===== src/rtl/riscv_sim_monitor_pkg.sv =====
// riscv_sim_monitor_pkg: shared state encoding and constants for the end-of-test monitor
package riscv_sim_monitor_pkg;
   typedef enum logic [2:0] {IDLE, RUN, PASS, FAIL, TIMEOUT, LOCKED} state_t;
   localparam logic [1:0] SIZE_WORD = 2'b10;
   // Wide enough for any DATA_W up to 65; the top slices it to DATA_W-1 bits
   localparam logic [63:0] TEST_ID_ALL_ONES = '1;
endpackage


===== src/rtl/riscv_sim_monitor_cnt.sv =====
// riscv_sim_monitor_cnt: saturating up-counter with enable and sync clear
// Ports: clk_i clock, reset_i async active-low reset, en count enable,
//        clr sync clear (wins over en), cnt current count (sticks at all-ones)
module riscv_sim_monitor_cnt #(
   parameter int W = 32
) (
   input  logic         clk_i,
   input  logic         reset_i,
   input  logic         en,
   input  logic         clr,
   output logic [W-1:0] cnt
);
   always_ff @(posedge clk_i or negedge reset_i)
      if (!reset_i) cnt <= '0;
      else if (clr) cnt <= '0;
      else if (en && !(&cnt)) cnt <= cnt + 1'b1;
endmodule


===== src/rtl/riscv_sim_monitor.sv =====
// riscv_sim_monitor: read-only bus snooper that turns a tohost mailbox write, watchdog or core lock into a verdict
// Ports: clk_i/reset_i (async active-low); lock_i, ird_i, dwr_i, daddr_i, dwdata_i, dsize_i snooped bus;
//        done_o, pass_o, fail_o, timeout_o, locked_o registered one-hot verdict; test_id_o failing test;
//        cycle_cnt_o, ifetch_cnt_o saturating RUN-cycle and fetch counters.
// Optional macro RISCV_SIM_MONITOR_CONSOLE_EN adds CONSOLE_ADDR, console_valid_o and console_data_o.
module riscv_sim_monitor
   import riscv_sim_monitor_pkg::*;
#(
   parameter int                ADDR_W         = 32,
   parameter int                DATA_W         = 32,
   parameter int                CNT_W          = 32,
   parameter logic [ADDR_W-1:0] TOHOST_ADDR    = 32'h0000_1000,
   parameter int                TIMEOUT_CYCLES = 100000,
   parameter int                LOCK_CYCLES    = 16
`ifdef RISCV_SIM_MONITOR_CONSOLE_EN
   ,
   parameter logic [ADDR_W-1:0] CONSOLE_ADDR   = 32'h0000_1004
`endif
) (
   input  logic              clk_i,
   input  logic              reset_i,
   input  logic              lock_i,
   input  logic              ird_i,
   input  logic              dwr_i,
   input  logic [ADDR_W-1:0] daddr_i,
   input  logic [DATA_W-1:0] dwdata_i,
   input  logic [1:0]        dsize_i,
   output logic              done_o,
   output logic              pass_o,
   output logic              fail_o,
   output logic              timeout_o,
   output logic              locked_o,
   output logic [DATA_W-2:0] test_id_o,
   output logic [CNT_W-1:0]  cycle_cnt_o,
   output logic [CNT_W-1:0]  ifetch_cnt_o
`ifdef RISCV_SIM_MONITOR_CONSOLE_EN
   ,
   output logic              console_valid_o,
   output logic [7:0]        console_data_o
`endif
);
   localparam int LW = $clog2(LOCK_CYCLES + 1);

   state_t            state, nxt;
   logic              run, hit, lock_exp, to_exp;
   logic [LW-1:0]     lock_run;
   logic [DATA_W-2:0] id_nxt;

   riscv_sim_monitor_cnt #(.W(CNT_W)) u_cycle (
      .clk_i(clk_i), .reset_i(reset_i), .en(run), .clr(1'b0), .cnt(cycle_cnt_o));
   riscv_sim_monitor_cnt #(.W(CNT_W)) u_fetch (
      .clk_i(clk_i), .reset_i(reset_i), .en(run && ird_i), .clr(1'b0), .cnt(ifetch_cnt_o));
   riscv_sim_monitor_cnt #(.W(LW)) u_lock (
      .clk_i(clk_i), .reset_i(reset_i), .en(run && lock_i), .clr(run && !lock_i), .cnt(lock_run));

   // A zero mailbox value is not a verdict, so it is folded into hit.
   // The lock and watchdog tests fire on the cycle that completes the limit,
   // so the verdict is visible right after that edge.
   always_comb begin
      run      = state == RUN;
      hit      = run && dwr_i && daddr_i == TOHOST_ADDR && dsize_i == SIZE_WORD && |dwdata_i;
      lock_exp = run && lock_i && lock_run == LW'(LOCK_CYCLES - 1);
      to_exp   = TIMEOUT_CYCLES != 0 && run && cycle_cnt_o == CNT_W'(TIMEOUT_CYCLES - 1);
      nxt      = state == IDLE ? RUN :
                 !run          ? state :
                 hit           ? ((dwdata_i[0] && dwdata_i[DATA_W-1:1] == '0) ? PASS : FAIL) :
                 lock_exp      ? LOCKED :
                 to_exp        ? TIMEOUT : RUN;
      id_nxt   = !hit       ? test_id_o :
                 dwdata_i[0] ? dwdata_i[DATA_W-1:1] : TEST_ID_ALL_ONES[DATA_W-2:0];
   end

   always_ff @(posedge clk_i or negedge reset_i)
      if (!reset_i) begin
         state     <= IDLE;
         done_o    <= 1'b0;
         pass_o    <= 1'b0;
         fail_o    <= 1'b0;
         timeout_o <= 1'b0;
         locked_o  <= 1'b0;
         test_id_o <= '0;
      end else begin
         state     <= nxt;
         done_o    <= nxt inside {PASS, FAIL, TIMEOUT, LOCKED};
         pass_o    <= nxt == PASS;
         fail_o    <= nxt == FAIL;
         timeout_o <= nxt == TIMEOUT;
         locked_o  <= nxt == LOCKED;
         test_id_o <= id_nxt;
      end

`ifdef RISCV_SIM_MONITOR_CONSOLE_EN
   always_ff @(posedge clk_i or negedge reset_i)
      if (!reset_i) begin
         console_valid_o <= 1'b0;
         console_data_o  <= '0;
      end else begin
         console_valid_o <= run && dwr_i && daddr_i == CONSOLE_ADDR;
         console_data_o  <= (run && dwr_i && daddr_i == CONSOLE_ADDR) ? dwdata_i[7:0] : console_data_o;
      end
`endif
endmodule


===== config.mk =====
export PLATFORM = sky130hd
export DESIGN_NAME = riscv_sim_monitor
export DESIGN_NICKNAME = d
export VERILOG_FILES = /design/src/rtl/riscv_sim_monitor_pkg.sv /design/src/rtl/riscv_sim_monitor_cnt.sv /design/src/rtl/riscv_sim_monitor.sv
export SDC_FILE = /design/constraint.sdc
export NUM_CORES = 1
export LEC_CHECK = 0
export CAP_MARGIN = 25
export CORE_MARGIN = 2
export CORE_UTILIZATION = 40
export CTS_CLUSTER_DIAMETER = 100
export DETAILED_ROUTE_END_ITERATION = 12
export PLACE_DENSITY = 0.68
export RECOVER_POWER = 100
export SKIP_CTS_REPAIR_TIMING = 1
export SLEW_MARGIN = 20
export SYNTH_ARGS = -nofsm -noshare
export SYNTH_HDL_FRONTEND = slang
export SYNTH_SLANG_ARGS = --single-unit

===== constraint.sdc =====
create_clock -name clk_i -period 2.15 [get_ports clk_i]
set_input_delay 0.3225 -clock clk_i [delete_from_list [all_inputs] [get_ports clk_i]]
set_output_delay 0.3225 -clock clk_i [all_outputs]
set_load 0.01 [all_outputs]

==> out/metrics.yaml <==
tritoncts: "yes"
dp_hpwl_um: 10900
seqPwrFrac_pct: 49.3
reg2reg_slack_ns: 0.12
max-vdd-ir-drop_uv: 330
rr_endpoint: "state[0]"
r2r-start: "u_cycle.cnt[27]"
routed_wl_um: 14200
final_common_cell: "dfrtp_1"
cts.clk_slew.worst_paths_ns: 0.07
final_cell_mix: "dfrtp_1, dlygate4sd3_1, clkdlybuf4s50_1"
maxCapViolations: 0
muxShareOfSynthArea_pct: 0.421
num_rows: 42
synth_area_sq_um: 5350
die_y_um: 120
cp_slowest_cell: "or4_1"
worstSetupStartpointType: "flop"
synthToLayoutAreaGrowth_pct: 48.9
drive_gt1_share_pct: 13.8
dpl_cell_area_sq_um: 7590
crit_fanout: 2
syn_inst: 485
cp-end-kind: "flop"
grt_first_pass_wirelength_um: 23500
die_x_um: 120
cp.required_ns: 2.37
period_share_pct: 94.3
grt.overflow.total: 0
powerDensity_nw_per_um2: 517
clock_path_buffers: 2
slew_viol_final: 0
hold-worst-slack_ns: 0.486
yosys.area.top_type: "dfrtp_1"
ys_seq_area_share_pct: 50.5
synthSimpleGateAreaFrac_pct: 27.4
ys_top_cells_by_area: "dfrtp_1, xnor2_1, o21a_1, nand3b_1, xor2_1"
num_vias: 4666
num_antenna_cells: 0
p_clk_share_pct: 45.5
rr_worst_depth: 5
ios: 171
critPathKind: "reg -> reg"
numCtsBuffers: 9
cp_cell_sequence: "or4_1, nor4_4, nand4_1, a2111oi_1, o31ai_1"
ys_ff_latch: 108
h-tree-depth: 3
crit_start: "u_cycle.cnt[27]"
p_sw_uw: 821
drc: 0
p_int_mw: 3.30
synth_compound_area_share_pct: 7.60
ys_async_sr_fraction_pct: 100
worstSkewPairLatency_ns: 0.35
fmax_mhz: 493
crit_path_max_incr_delay_ns: 0.58
drtAntennaViolNets: 0
dieArea_sq_um: 14300
portBuffers: 170
finalNetCount: 779
fp.coreArea_sq_um: 13100
cp-endpoint: "state[0]"
final_area_sq_um: 7970
finalHoldViolations: 0
hold_class: "reg -> reg"
grt.total_usage_pct: 20.5
worst_pin_slew_ns: 0.925
root_buffer: "clkbuf_16"
swShare_pct: 19.9
fin_skew_ns: 0.00597
synth.avg_cell_area_sq_um: 11.0
setup_ws_ns: 0.122
gp_congestion: 0.892
initial_core_util_pct: 40.7
grt_pass1_vias: 4755
vias_per_cell: 5.28
cellLeakagePower_nw: 3.72
synth-edff-count: 0
hold_depth: 1
slew_headroom_pct: 38.4
ys.flop_type: "dfrtp_1"
cp.arrival_ns: 2.25
final_core_util_pct: 60.6
synth_nets: 561
netlist.area_leader.share_pct: 50.5
setup_viol: 0
combPwrFrac_pct: 5.2
first_iter_violations: 201
place_ws_ns: -0.222
status: "finished clean"
synth_xor_area_share_pct: 9.99
grt_max_degree: 49
antenna_found_initial: 0
yosysUniqueCellTypes: 56
cts_num_sinks: 108
synth_top_family_by_area: "simple AND/OR/NAND/NOR gates"
wire_per_inst_um: 16.1
setup_tns_ns: 0
ys_warn_count: 0
dr.pass1.iters: 4
rsz0062_at_grt: "true"
min_period_ns: 2.03
yosys.area_share.adder_pct: 1.17
[routing by layer]
| layer | GRT usage [%] | share of wire (%) | vias to the layer above | wire, um |
|---|---|---|---|---|
| li1 | - | - | 2222 | - |
| met1 | 25.3 | 42 | 2283 | 6000 |
| met2 | 35.6 | 51 | 145 | 7240 |
| met3 | 3.99 | 5.5 | 16 | 781 |
| met4 | 7.35 | 1.5 | 0 | 210 |
| met5 | 0 | 0 | - | 0 |
[synthesized netlist by cell type (10+ instances only)]
master / n
xor2_1: 22
nand4_1: 28
and3_1: 13
nand3_1: 23
nor4_1: 22
dfrtp_1: 108
nor3_1: 10
o21a_1: 32
nand3b_1: 31
xnor2_1: 39
inv_1: 10
nand2_1: 40
nor2_1: 12
[metrics by stage]
step	std cells	power [mW]
after detailed placement	867	2.29
after floorplan	485	2.10
after global placement	867	2.29
after CTS	883	4.18
after global routing	884	4.27
final	884	4.12
[layout make-up]
type / instances / area [sq um]
Tap cell: 176 / 220
Clock inverter: 6 / 113
Clock buffer: 10 / 229
Fill cell: 1135 / 5170
Timing Repair Buffer: 226 / 2120
Sequential cell: 108 / 2700
Multi-Input combinational cell: 348 / 2540
Inverter: 10 / 37.5
[power by group through the flow]
stage	logic, mW	registers [mW]	clock network, mW
global route	0.234	2.03	2.01
detailed placement	0.221	2.07	0
CTS	0.221	2.03	1.93
finish	0.214	2.03	1.88
global placement	0.218	2.07	0
floorplan	0.0252	2.07	0
[worst max-delay path, delay by kind of cell, from the launching register on]
kind,cells,cell delay [ns]
simple gates,3,1.00
flops,1,0.38
compound gates,2,0.53
[sequential cells by signal (all words and copies together), names as in the netlist, 3 cells and up]
register and cells:
u_lock.cnt 5, state 3, u_cycle.cnt 32, u_fetch.cnt 32, test_id_o 31
[worst min path at each step]
stage	from	end	slack (ns)
6_report	test_id_o[26]	test_id_o[26]	0.49
5_1_grt	test_id_o[26]	test_id_o[26]	0.50
4_1_cts	reset_i	u_cycle.cnt[24]	-0.06
3_5_place_dp	reset_i	u_cycle.cnt[24]	0.32
3_3_place_gp	reset_i	u_cycle.cnt[24]	0.31
2_1_floorplan	reset_i	done_o	0.03
[cells by family (layout without fill, tap and decap cells)]
| kind of cell | after synthesis | in the layout |
|---|---|---|
| DFF | 108 | 108 |
| muxes | 2 | 2 |
| buffers and inverters | 29 | 252 |
| xor gates and xnor gates | 61 | 61 |
| and+or+nand+nor | 227 | 227 |
| adders and majority gates | 5 | 5 |
| AOI/OAI and AO/OA | 53 | 53 |
Power figures use the tool's default switching activity.
